===== src/rtl/clock_time_counter_if.sv =====
// clock_time_counter_if: control pulses and time outputs of the timekeeping core.
interface clock_time_counter_if;
    logic       en;
    logic       set_mode;
    logic       inc_min;
    logic       inc_hour;
    logic       clr_sec;
    logic [5:0] sec;
    logic [5:0] min;
    logic [4:0] hour;
    logic       tick_1hz;
    logic       day_wrap;
    modport master (output en, set_mode, inc_min, inc_hour, clr_sec,
                    input sec, min, hour, tick_1hz, day_wrap);
    modport slave  (input en, set_mode, inc_min, inc_hour, clr_sec,
                    output sec, min, hour, tick_1hz, day_wrap);
endinterface


===== src/rtl/clock_time_counter.sv =====
// clock_time_counter: 1 Hz prescaler plus 24-hour binary h/m/s with set mode.
module clock_time_counter #(
    parameter  int CLK_FREQ = 50_000_000,
    localparam int PS_W     = $clog2(CLK_FREQ)
) (
    input logic                  clk,
    input logic                  rst,
    clock_time_counter_if.slave  bus
);
    localparam logic [PS_W-1:0] PS_LAST = PS_W'(CLK_FREQ - 1);
    logic [PS_W-1:0] ps_q, ps_d;
    logic [5:0]      sec_q, sec_d, min_q, min_d;
    logic [4:0]      hour_q, hour_d;
    logic            tick_q, tick_d, wrap_q, wrap_d;
    logic            run, tick, sec_last, min_last, hour_last;
    assign run       = bus.en & ~bus.set_mode;
    assign tick      = run & (ps_q == PS_LAST);
    assign sec_last  = sec_q == 6'd59;
    assign min_last  = min_q == 6'd59;
    assign hour_last = hour_q == 5'd23;
    always_comb begin
        ps_d   = bus.set_mode ? '0 : tick ? '0 : run ? ps_q + 1'b1 : ps_q;
        sec_d  = sec_q;
        min_d  = min_q;
        hour_d = hour_q;
        if (bus.set_mode) begin
            if (bus.inc_min)  min_d  = min_last  ? 6'd0 : min_q + 6'd1;
            if (bus.inc_hour) hour_d = hour_last ? 5'd0 : hour_q + 5'd1;
            if (bus.clr_sec)  sec_d  = 6'd0;
        end else if (tick) begin
            sec_d = sec_last ? 6'd0 : sec_q + 6'd1;
            if (sec_last) min_d = min_last ? 6'd0 : min_q + 6'd1;
            if (sec_last && min_last) hour_d = hour_last ? 5'd0 : hour_q + 5'd1;
        end
        tick_d = tick;
        wrap_d = tick & sec_last & min_last & hour_last;
    end
    always_ff @(posedge clk) begin
        if (rst) begin
            ps_q   <= '0;
            sec_q  <= '0;
            min_q  <= '0;
            hour_q <= '0;
            tick_q <= 1'b0;
            wrap_q <= 1'b0;
        end else begin
            ps_q   <= ps_d;
            sec_q  <= sec_d;
            min_q  <= min_d;
            hour_q <= hour_d;
            tick_q <= tick_d;
            wrap_q <= wrap_d;
        end
    end
    assign bus.sec      = sec_q;
    assign bus.min      = min_q;
    assign bus.hour     = hour_q;
    assign bus.tick_1hz = tick_q;
    assign bus.day_wrap = wrap_q;
endmodule

===== src/flat_wrapper.sv =====
// flat-port wrapper written by rule: the top's interface ports become plain ports
module clock_time_counter_flat 
#(
    parameter  int CLK_FREQ = 50_000_000,
    localparam int PS_W     = $clog2(CLK_FREQ)
)
  (clk, rst, bus_en, bus_set_mode, bus_inc_min, bus_inc_hour, bus_clr_sec, bus_sec, bus_min, bus_hour, bus_tick_1hz, bus_day_wrap);
  clock_time_counter_if bus_i ();
  input logic clk;
  input logic rst;
  input wire logic [$bits(bus_i.en)-1:0] bus_en;
  input wire logic [$bits(bus_i.set_mode)-1:0] bus_set_mode;
  input wire logic [$bits(bus_i.inc_min)-1:0] bus_inc_min;
  input wire logic [$bits(bus_i.inc_hour)-1:0] bus_inc_hour;
  input wire logic [$bits(bus_i.clr_sec)-1:0] bus_clr_sec;
  output wire logic [$bits(bus_i.sec)-1:0] bus_sec;
  output wire logic [$bits(bus_i.min)-1:0] bus_min;
  output wire logic [$bits(bus_i.hour)-1:0] bus_hour;
  output wire logic [$bits(bus_i.tick_1hz)-1:0] bus_tick_1hz;
  output wire logic [$bits(bus_i.day_wrap)-1:0] bus_day_wrap;
  assign bus_i.en = bus_en;
  assign bus_i.set_mode = bus_set_mode;
  assign bus_i.inc_min = bus_inc_min;
  assign bus_i.inc_hour = bus_inc_hour;
  assign bus_i.clr_sec = bus_clr_sec;
  assign bus_sec = bus_i.sec;
  assign bus_min = bus_i.min;
  assign bus_hour = bus_i.hour;
  assign bus_tick_1hz = bus_i.tick_1hz;
  assign bus_day_wrap = bus_i.day_wrap;
  clock_time_counter #(.CLK_FREQ(CLK_FREQ)) u_core (.clk(clk), .rst(rst), .bus(bus_i));
endmodule

===== config.mk =====
export PLATFORM = sky130hd
export DESIGN_NAME = clock_time_counter_flat
export DESIGN_NICKNAME = d
export VERILOG_FILES = /design/src/rtl/clock_time_counter_if.sv /design/src/rtl/clock_time_counter.sv /design/src/flat_wrapper.sv
export SDC_FILE = /design/constraint.sdc
export NUM_CORES = 1
export LEC_CHECK = 0
export ABC_AREA = 1
export CAP_MARGIN = 20
export CORE_ASPECT_RATIO = 1.2
export CORE_MARGIN = 5
export CORE_UTILIZATION = 56
export DETAILED_ROUTE_END_ITERATION = 16
export PLACE_DENSITY = 0.79
export SLEW_MARGIN = 20
export SYNTH_ARGS = -nofsm -noshare
export SYNTH_HDL_FRONTEND = slang
export SYNTH_SLANG_ARGS = --single-unit

===== constraint.sdc =====
create_clock -name clk -period 2.2 [get_ports clk]
set_input_delay 0.55 -clock clk [delete_from_list [all_inputs] [get_ports clk]]
set_output_delay 0.55 -clock clk [all_outputs]
set_load 0.02 [all_outputs]

# After elaboration in Yosys (flattened, before gate mapping)
# Cells that the tools add are included.
dict set report op_classes {
  muxes 14
  n_bitwise 6
  eq_ne 7
  add_sub_neg 4
  reduce_logical 8
}
# op n
set op_table {}
lappend op_table {{2-to-1 mux 6 bit} 9}
lappend op_table {{adder 26 x 1 -> 26 bit, second input constant} 1}
lappend op_table {{equality test 26 bit, second input constant} 1}
lappend op_table {{2-to-1 mux 5 bit} 5}
lappend op_table {{adder 6 x 1 -> 6 bit, second input constant} 2}
lappend op_table {{equality test 6 bit, second input constant} 2}
lappend op_table {{inequality test 2 x 1 -> 1 bit, second input constant} 3}
lappend op_table {{AND reduction 3 bit} 2}
lappend op_table {{nonzero test 2 bit} 3}
lappend op_table {{adder 5 x 1 -> 5 bit, second input constant} 1}
lappend op_table {{AND 1 bit} 5}
lappend op_table {{equality test 5 bit, second input constant} 1}
lappend op_table {{OR reduction 3 bit} 1}
lappend op_table {{AND reduction 2 bit} 1}
lappend op_table {{logical AND 1 bit} 1}
lappend op_table {{NOT 1 bit} 1}
dict set report totals {
  elab_cells 45
  regBits 45
  input_bits 7
}

# Depth between registers and ports, before layout
dict set report depth {
  depth_word 6
  depth_mapped 12
  depth_no_buf 11
}

# Worst setup path before layout
# OpenSTA, ideal clock, no wires.
dict set report synth_timing {
  path_type {in2reg}
  start {input bus_set_mode}
  end {register u_core.ps_q[13]}
  path_slack_ps 511
  required_ps 2086
  cell_stages 11
  setup_ps 114
  path_buffers 3
  t_arrival_ps 1574
  cell_sequence {buf_6 inv_6 nand2_4 nor2_4 nand2_4 nor2_4 nand2_4 nand3_2 buf_6 buf_6 nor2_1}
}
dict set report synth_via {
  elab_chain_cells 4
}
# item line_no
set synth_rtl {}
lappend synth_rtl {{from (decl)} flat_wrapper.sv:12} ;# input wire logic [$bits(bus_i.set_mode)-1:0] bus_set_mode;
lappend synth_rtl {{NOT 1 bit} clock_time_counter.sv:16} ;# assign run = bus.en & ~bus.set_mode;
lappend synth_rtl {{AND 1 bit} clock_time_counter.sv:16}
lappend synth_rtl {{AND 1 bit} clock_time_counter.sv:17} ;# assign tick = run & (ps_q == PS_LAST);
lappend synth_rtl {{OR reduction 3 bit (no source line)} n/a}
lappend synth_rtl {{to (signal assigned)} clock_time_counter.sv:47} ;# ps_q <= ps_d;
lappend synth_rtl {{to (decl)} clock_time_counter.sv:11} ;# logic [PS_W-1:0] ps_q, ps_d;
# Parallel ways exist; a longest one is shown, timed or not.
# A chain may end at the register's enable or synchronous reset.

# Final worst setup path
dict set report layout_timing {
  start {register u_core.sec_q[0] (netlist: u_core.bus.sec[0])}
  end {output bus_sec[0]}
}
# item line_no
set layout_rtl {}
lappend layout_rtl {{from (decl)} clock_time_counter.sv:12} ;# logic [5:0] sec_q, sec_d, min_q, min_d;
lappend layout_rtl {{from (signal assigned)} clock_time_counter.sv:41} ;# sec_q <= '0;
lappend layout_rtl {{from (signal assigned)} clock_time_counter.sv:48} ;# sec_q <= sec_d;
lappend layout_rtl {{to (decl)} flat_wrapper.sv:16} ;# output wire logic [$bits(bus_i.sec)-1:0] bus_sec;
# No word-level cell between the ends.

==> run metrics <==
post-route total power=1.512 mW; WS Path Type=flop to output port; Leakage=1.133 nW; Place WS=-7.595 ps; Seq cells post-synth=45; Pwr Density=519.1 mW/mm2; Post-Syn Area per Cell=6.842 um2; vias in the first global route=2,214; largest vdd supply drop=0.0004298 V; routed length per instance=11.24 um; antenna violations before repair=0; Clk pwr share=36.5%; Inserted Clock Buffers=5; WP depth=1; CP max FO=8; Fin. Hold Viols=0; maxcap violations=0; Ys Warns=0; largest net degree at the start of global routing=14; CP arrival=1440 ps; post-DR vias/cell=5.134; TritonCTS clock tree=yes; fin crit share=90.34%; synth cell count leaders=90 x nand2_1, 57 x nor2_1, 45 x dfxtp_1, 40 x inv_1, 30 x nand3_1; post_cts resized=0; Syn Inst Count=363; Mapped Nets=374; Detailed Place HPWL=3.875 mm; min Tclk post-route=1987 ps; Worst Setup SP=u_core.bus.sec[0]; die area=0.005872 mm2; RR Startpoint=u_core.bus.sec[0]; clk slew on worst S/H paths=90 ps; GPL Wtd Cong=0.8657; Starting Density=57.84%; Critical Path RT=1650 ps; row count=26; Pre-Repair DR Iteration Count=4; GR Overflow Total=0; via count=2,331; Post-Route WL=5.105 mm; Port Buffers=25; Clock Skews=9.320 ps; Worst-Skew Late Latency=290 ps; unrepaired setup endpoints after global routing=no; diode count=0; Async SR Flop Fraction=0%; total track usage=18.13%; cell with the most instances after synthesis=nand2_1; Chip Height=82.95 um; CP endpoint=bus_sec[0]; reg2reg path depth=7; Core ar.=0.004294 mm2; Seq pwr share=55.5%; share of Yosys cell area claimed by the top area cell type=36.27%; hold buffers post-CTS=0; combinational cell fraction of total power=8.1%; dominant cells by area after synthesis=dfxtp_1 36%, nand2_1 14%, nor2_1 8.6%, inv_1 6.0%, nand3_1 6.0%; number of DRC markers in iteration 0=102; final worst slack=212.6 ps; RR Endpoint=u_core.bus.hour[1]; worst path cell trace=clkdlybuf4s50_1; Pint=1.160 mW; Layout fillers=412; Routed Antenna Nets=0; H-tree Lvls=2; placed insts=446; Clock Path Buffers=2; CP delay by family, top=buffers and inverters; worst path bufs/invs=1; Post-Layout Cell Count=454; max incr delay on CP=660 ps; R2R setup slack=360 ps; DR DRC count=0; root buf cell=clkbuf_8; Synth area leader=dfxtp_1; Slew @ Worst Pin=372.5 ps; Max Slew Vio Count=0; NumNets Final=408; CTS sink cnt=45; post-synthesis sequential area ratio=36.27%; global-route wire length before repair=9.052 mm; Peak Freq=503.2 MHz; net switching power figure=351.7 uW; outcome=complete, no violations; post-CTS setup buffers=0; layout cells sized above 1=10.80%; crit path launch type=flop; area grow syn2layout=17.28%; Post-synth EDFFs=0; Finish-stage setup viols=0; Hold Crit Class=flop to flop; CP endpoint kind=output port; Switching Fraction=23.26%; slowest cell on the critical path=clkdlybuf4s50_1; max_slew headroom=75.16%; floorplan die width=70.80 um; post-synth cell types=28; most common flop cell mapped by yosys=dfxtp_1; IO Pins=26; Mapped Area=0.002484 mm2
-- power by group through the flow --
stage / combinational, mW / clock, mW / sequential, mW
2_1_floorplan: 0.0660 / 0 / 0.865
3_3_place_gp: 0.120 / 0 / 0.857
3_5_place_dp: 0.122 / 0 / 0.857
4_1_cts: 0.122 / 0.574 / 0.838
5_1_grt: 0.135 / 0.608 / 0.840
6_report: 0.122 / 0.552 / 0.839
-- metal layers --
metal / track usage [%] / routed length [um] / up-vias
met3: 3.382 / 233 / 8
li1: - / - / 1225
met2: 32.49 / 2560 / 58
met4: 7.692 / 79 / 0
met1: 20.55 / 2231 / 1040
met5: 0 / 0 / -
-- worst min path at each step --
stage,from,endpoint,depth (start not counted)
detailed placement,u_core.ps_q[4],u_core.ps_q[4],2
CTS,u_core.ps_q[4],u_core.ps_q[4],2
global route,u_core.ps_q[4],u_core.ps_q[4],2
floorplan,u_core.ps_q[1],u_core.ps_q[1],2
global placement,u_core.ps_q[1],u_core.ps_q[1],2
finish,u_core.ps_q[4],u_core.ps_q[4],2
-- cell families after synthesis --
| group | count (synthesis) | share of synthesized area [%] |
|---|---|---|
| AOI/OAI and AO/OA | 36 | 7.607 |
| xor gates and xnor gates | 10 | 3.527 |
| adders and majority gates | 4 | 2.015 |
| buffers and inverters | 46 | 8.060 |
| DFF | 45 | 36.27 |
| and+or+nand+nor | 222 | 42.52 |
-- layout by cell type, fill, tap and decap left out, types with 2 or more instances in the layout --
master	count
nand2_1	90
nor2_1	57
dfxtp_1	45
inv_1	40
nand3_1	30
a21oi_1	25
clkdlybuf4s50_1	25
nand4_1	8
o21ai_0	8
nor2_4	7
xor2_1	7
clkbuf_8	7
buf_4	6
nand2_4	5
nor3_1	5
or2_2	5
nand3_2	4
ha_1	4
xnor2_1	3
nand2_2	3
nor2_2	2
nor3b_1	2
a22oi_1	2
and3_1	2
-- per-stage QoR --
stage	hold WS (ps)	utilization, %	instance area, um2	setup TNS, ps
after floorplan	453.9	-	2484	0
after global placement	481.1	65.47	2811	0
after global routing	524.8	67.83	2913	0
after CTS	498.9	67.83	2913	0
final	493.7	67.83	2913	0
after detailed placement	487.9	65.47	2811	-14.15
-- flip-flops by register name, indices dropped and copies added (netlist names) --
register             count
u_core.ps_q             26
u_core.bus.min           6
u_core.bus.sec           6
u_core.bus.hour          5
u_core.bus.day_wrap      1
u_core.bus.tick_1hz      1
-- layout make-up --
type	instances	area (um2)	area share, %
Inverter	42	162.7	5.584
Multi-Input combinational cell	272	1383	47.47
Clock buffer	7	96.34	3.308
Tap cell	56	70.07	2.406
Clock inverter	1	5.005	0.1718
Timing Repair Buffer	31	295.3	10.14
Sequential cell	45	900.9	30.93
(Power assumes the default switching activity.)
==> RTL edit, RTL diff (same flow settings) <==
`ps_q` no longer has a reset.
--- a/src/rtl/clock_time_counter.sv
+++ b/src/rtl/clock_time_counter.sv
@@ -38,5 +38,4 @@
     always_ff @(posedge clk) begin
         if (rst) begin
-            ps_q   <= '0;
             sec_q  <= '0;
             min_q  <= '0;
@@ -45,5 +44,4 @@
             wrap_q <= 1'b0;
         end else begin
-            ps_q   <= ps_d;
             sec_q  <= sec_d;
             min_q  <= min_d;
@@ -53,4 +51,8 @@
         end
     end
+
+    always_ff @(posedge clk) begin
+        ps_q <= ps_d;
+    end
     assign bus.sec      = sec_q;
     assign bus.min      = min_q;
Check against the original RTL: same outputs for any inputs over 10 cycles, from zero or initial values and one cycle with rst high; that may be too few to reach the edited logic, so the function may still have changed.
==> RTL edit against the unedited design <==
  * Worst setup slack better by 0.032 ns
  * Synthesized area is 1.8% lower
  * Via count is 3.0% higher
  * Sequential cell count stayed put
  * Clock skew grew 0.0012 ns
  * Routed wire length increased by 3.2%
  * Total power down 1.6%
  * Sequential share of layout area shrank 0.51 points
  * Non-clock buffer count rose by 14
  * Final area rose by 1.7%
  * Critical path type unchanged
  * Largest cell class unchanged
==> RTL edit: results (changes against the unedited design) <==
Outcome
  – Status: complete, no violations

Synthesis
  – Top cells by area, synth: dfxtp_1 37%, nand2_1 14%, nor2_1 9.4%, a21oi_1 6.8%, inv_1 6.3%
  – Number of library cell types mapped by synthesis: 33 (+18%)
  – Compound-Gate Fraction of Synth Area: 0.121 (+0.0444)
  – Seq/Total Area, Yosys: 0.369 (+0.00651)
  – Xor and xnor area share after synthesis: 0.0215 (-0.0137)
  – Synthesized Nets: 378 (+1.1%)

Drt
  – Post-Route WL: 5270 um (+3.2%)
  – Post-Route M1 WL: 2330 um (+4.2%)
  – WL met2: 2690 um (+5.2%)

Placed design
  – Hpwl dp: 4030 um (+4.0%)
  – Gp weighted congestion: 0.881 (+1.8%)
  – DP Area: 2880 um2 (+2.4%)

Global routing
  – Vias in the first global route: 2,284 (+3.2%)
  – Met2 usage: 0.384 (+0.0590)
  – Grt met3 use: 0.0351 (+0.00129)
  – First-pass GRT wire length: 9400 um (+3.8%)

Worst setup path
  – Worst Path Arrival: 1.41 ns (-0.03 ns)
  – Critical Path Sink: bus_min[3]
  – Reg2reg end: u_core.bus.hour[0]
  – Reg2reg start: u_core.bus.min[0]

STA
  – Least-Margin Pin Slew: 0.610 ns (+0.237 ns)

Final layout
  – # fillers: 371 (-10%)
  – Nets@finish: 424 (+3.9%)

Min path
  – Hold Path End: u_core.ps_q[8]

Power and ir drop
  – Maximum VDD drop: 0.505 mV (+17%)
RTL edit: cell types whose count changed after synthesis, moves of 3 or more:
| cell | change |
|---|---|
| a21oi_1 | +8 |
| nand2_1 | +4 |
| nand2_4 | -3 |
| nand3_1 | -3 |
| nand3_2 | -3 |
| nor2_1 | +4 |
| nor2_4 | -5 |
| o21ai_0 | +7 |
| or2_2 | -3 |
RTL edit: per-stage QoR:
step                cells  setup WS (ns)  hold slack (ns)
finish                470          0.245            0.479
global placement      462        -0.0714            0.466
floorplan             367          0.529            0.448
CTS                   470          0.237            0.485
global route          470          0.122            0.519
detailed placement    462        -0.0630            0.469
RTL edit: layout make-up:
class,count,area [um2],share of cell area
repair buffers,45,425,0.144
clock inverters,1,7.51,0.00253
clock buffers,7,76.3,0.0258
well taps,56,70.1,0.0237
multi-input cells,272,1310,0.442
flip-flops and latches,45,901,0.304
inverters,44,173,0.0583
RTL edit: power by group:
part           internal, mW  switching (mW)
Sequential            0.825          0.0145
Clock                 0.225           0.273
Combinational        0.0702          0.0800
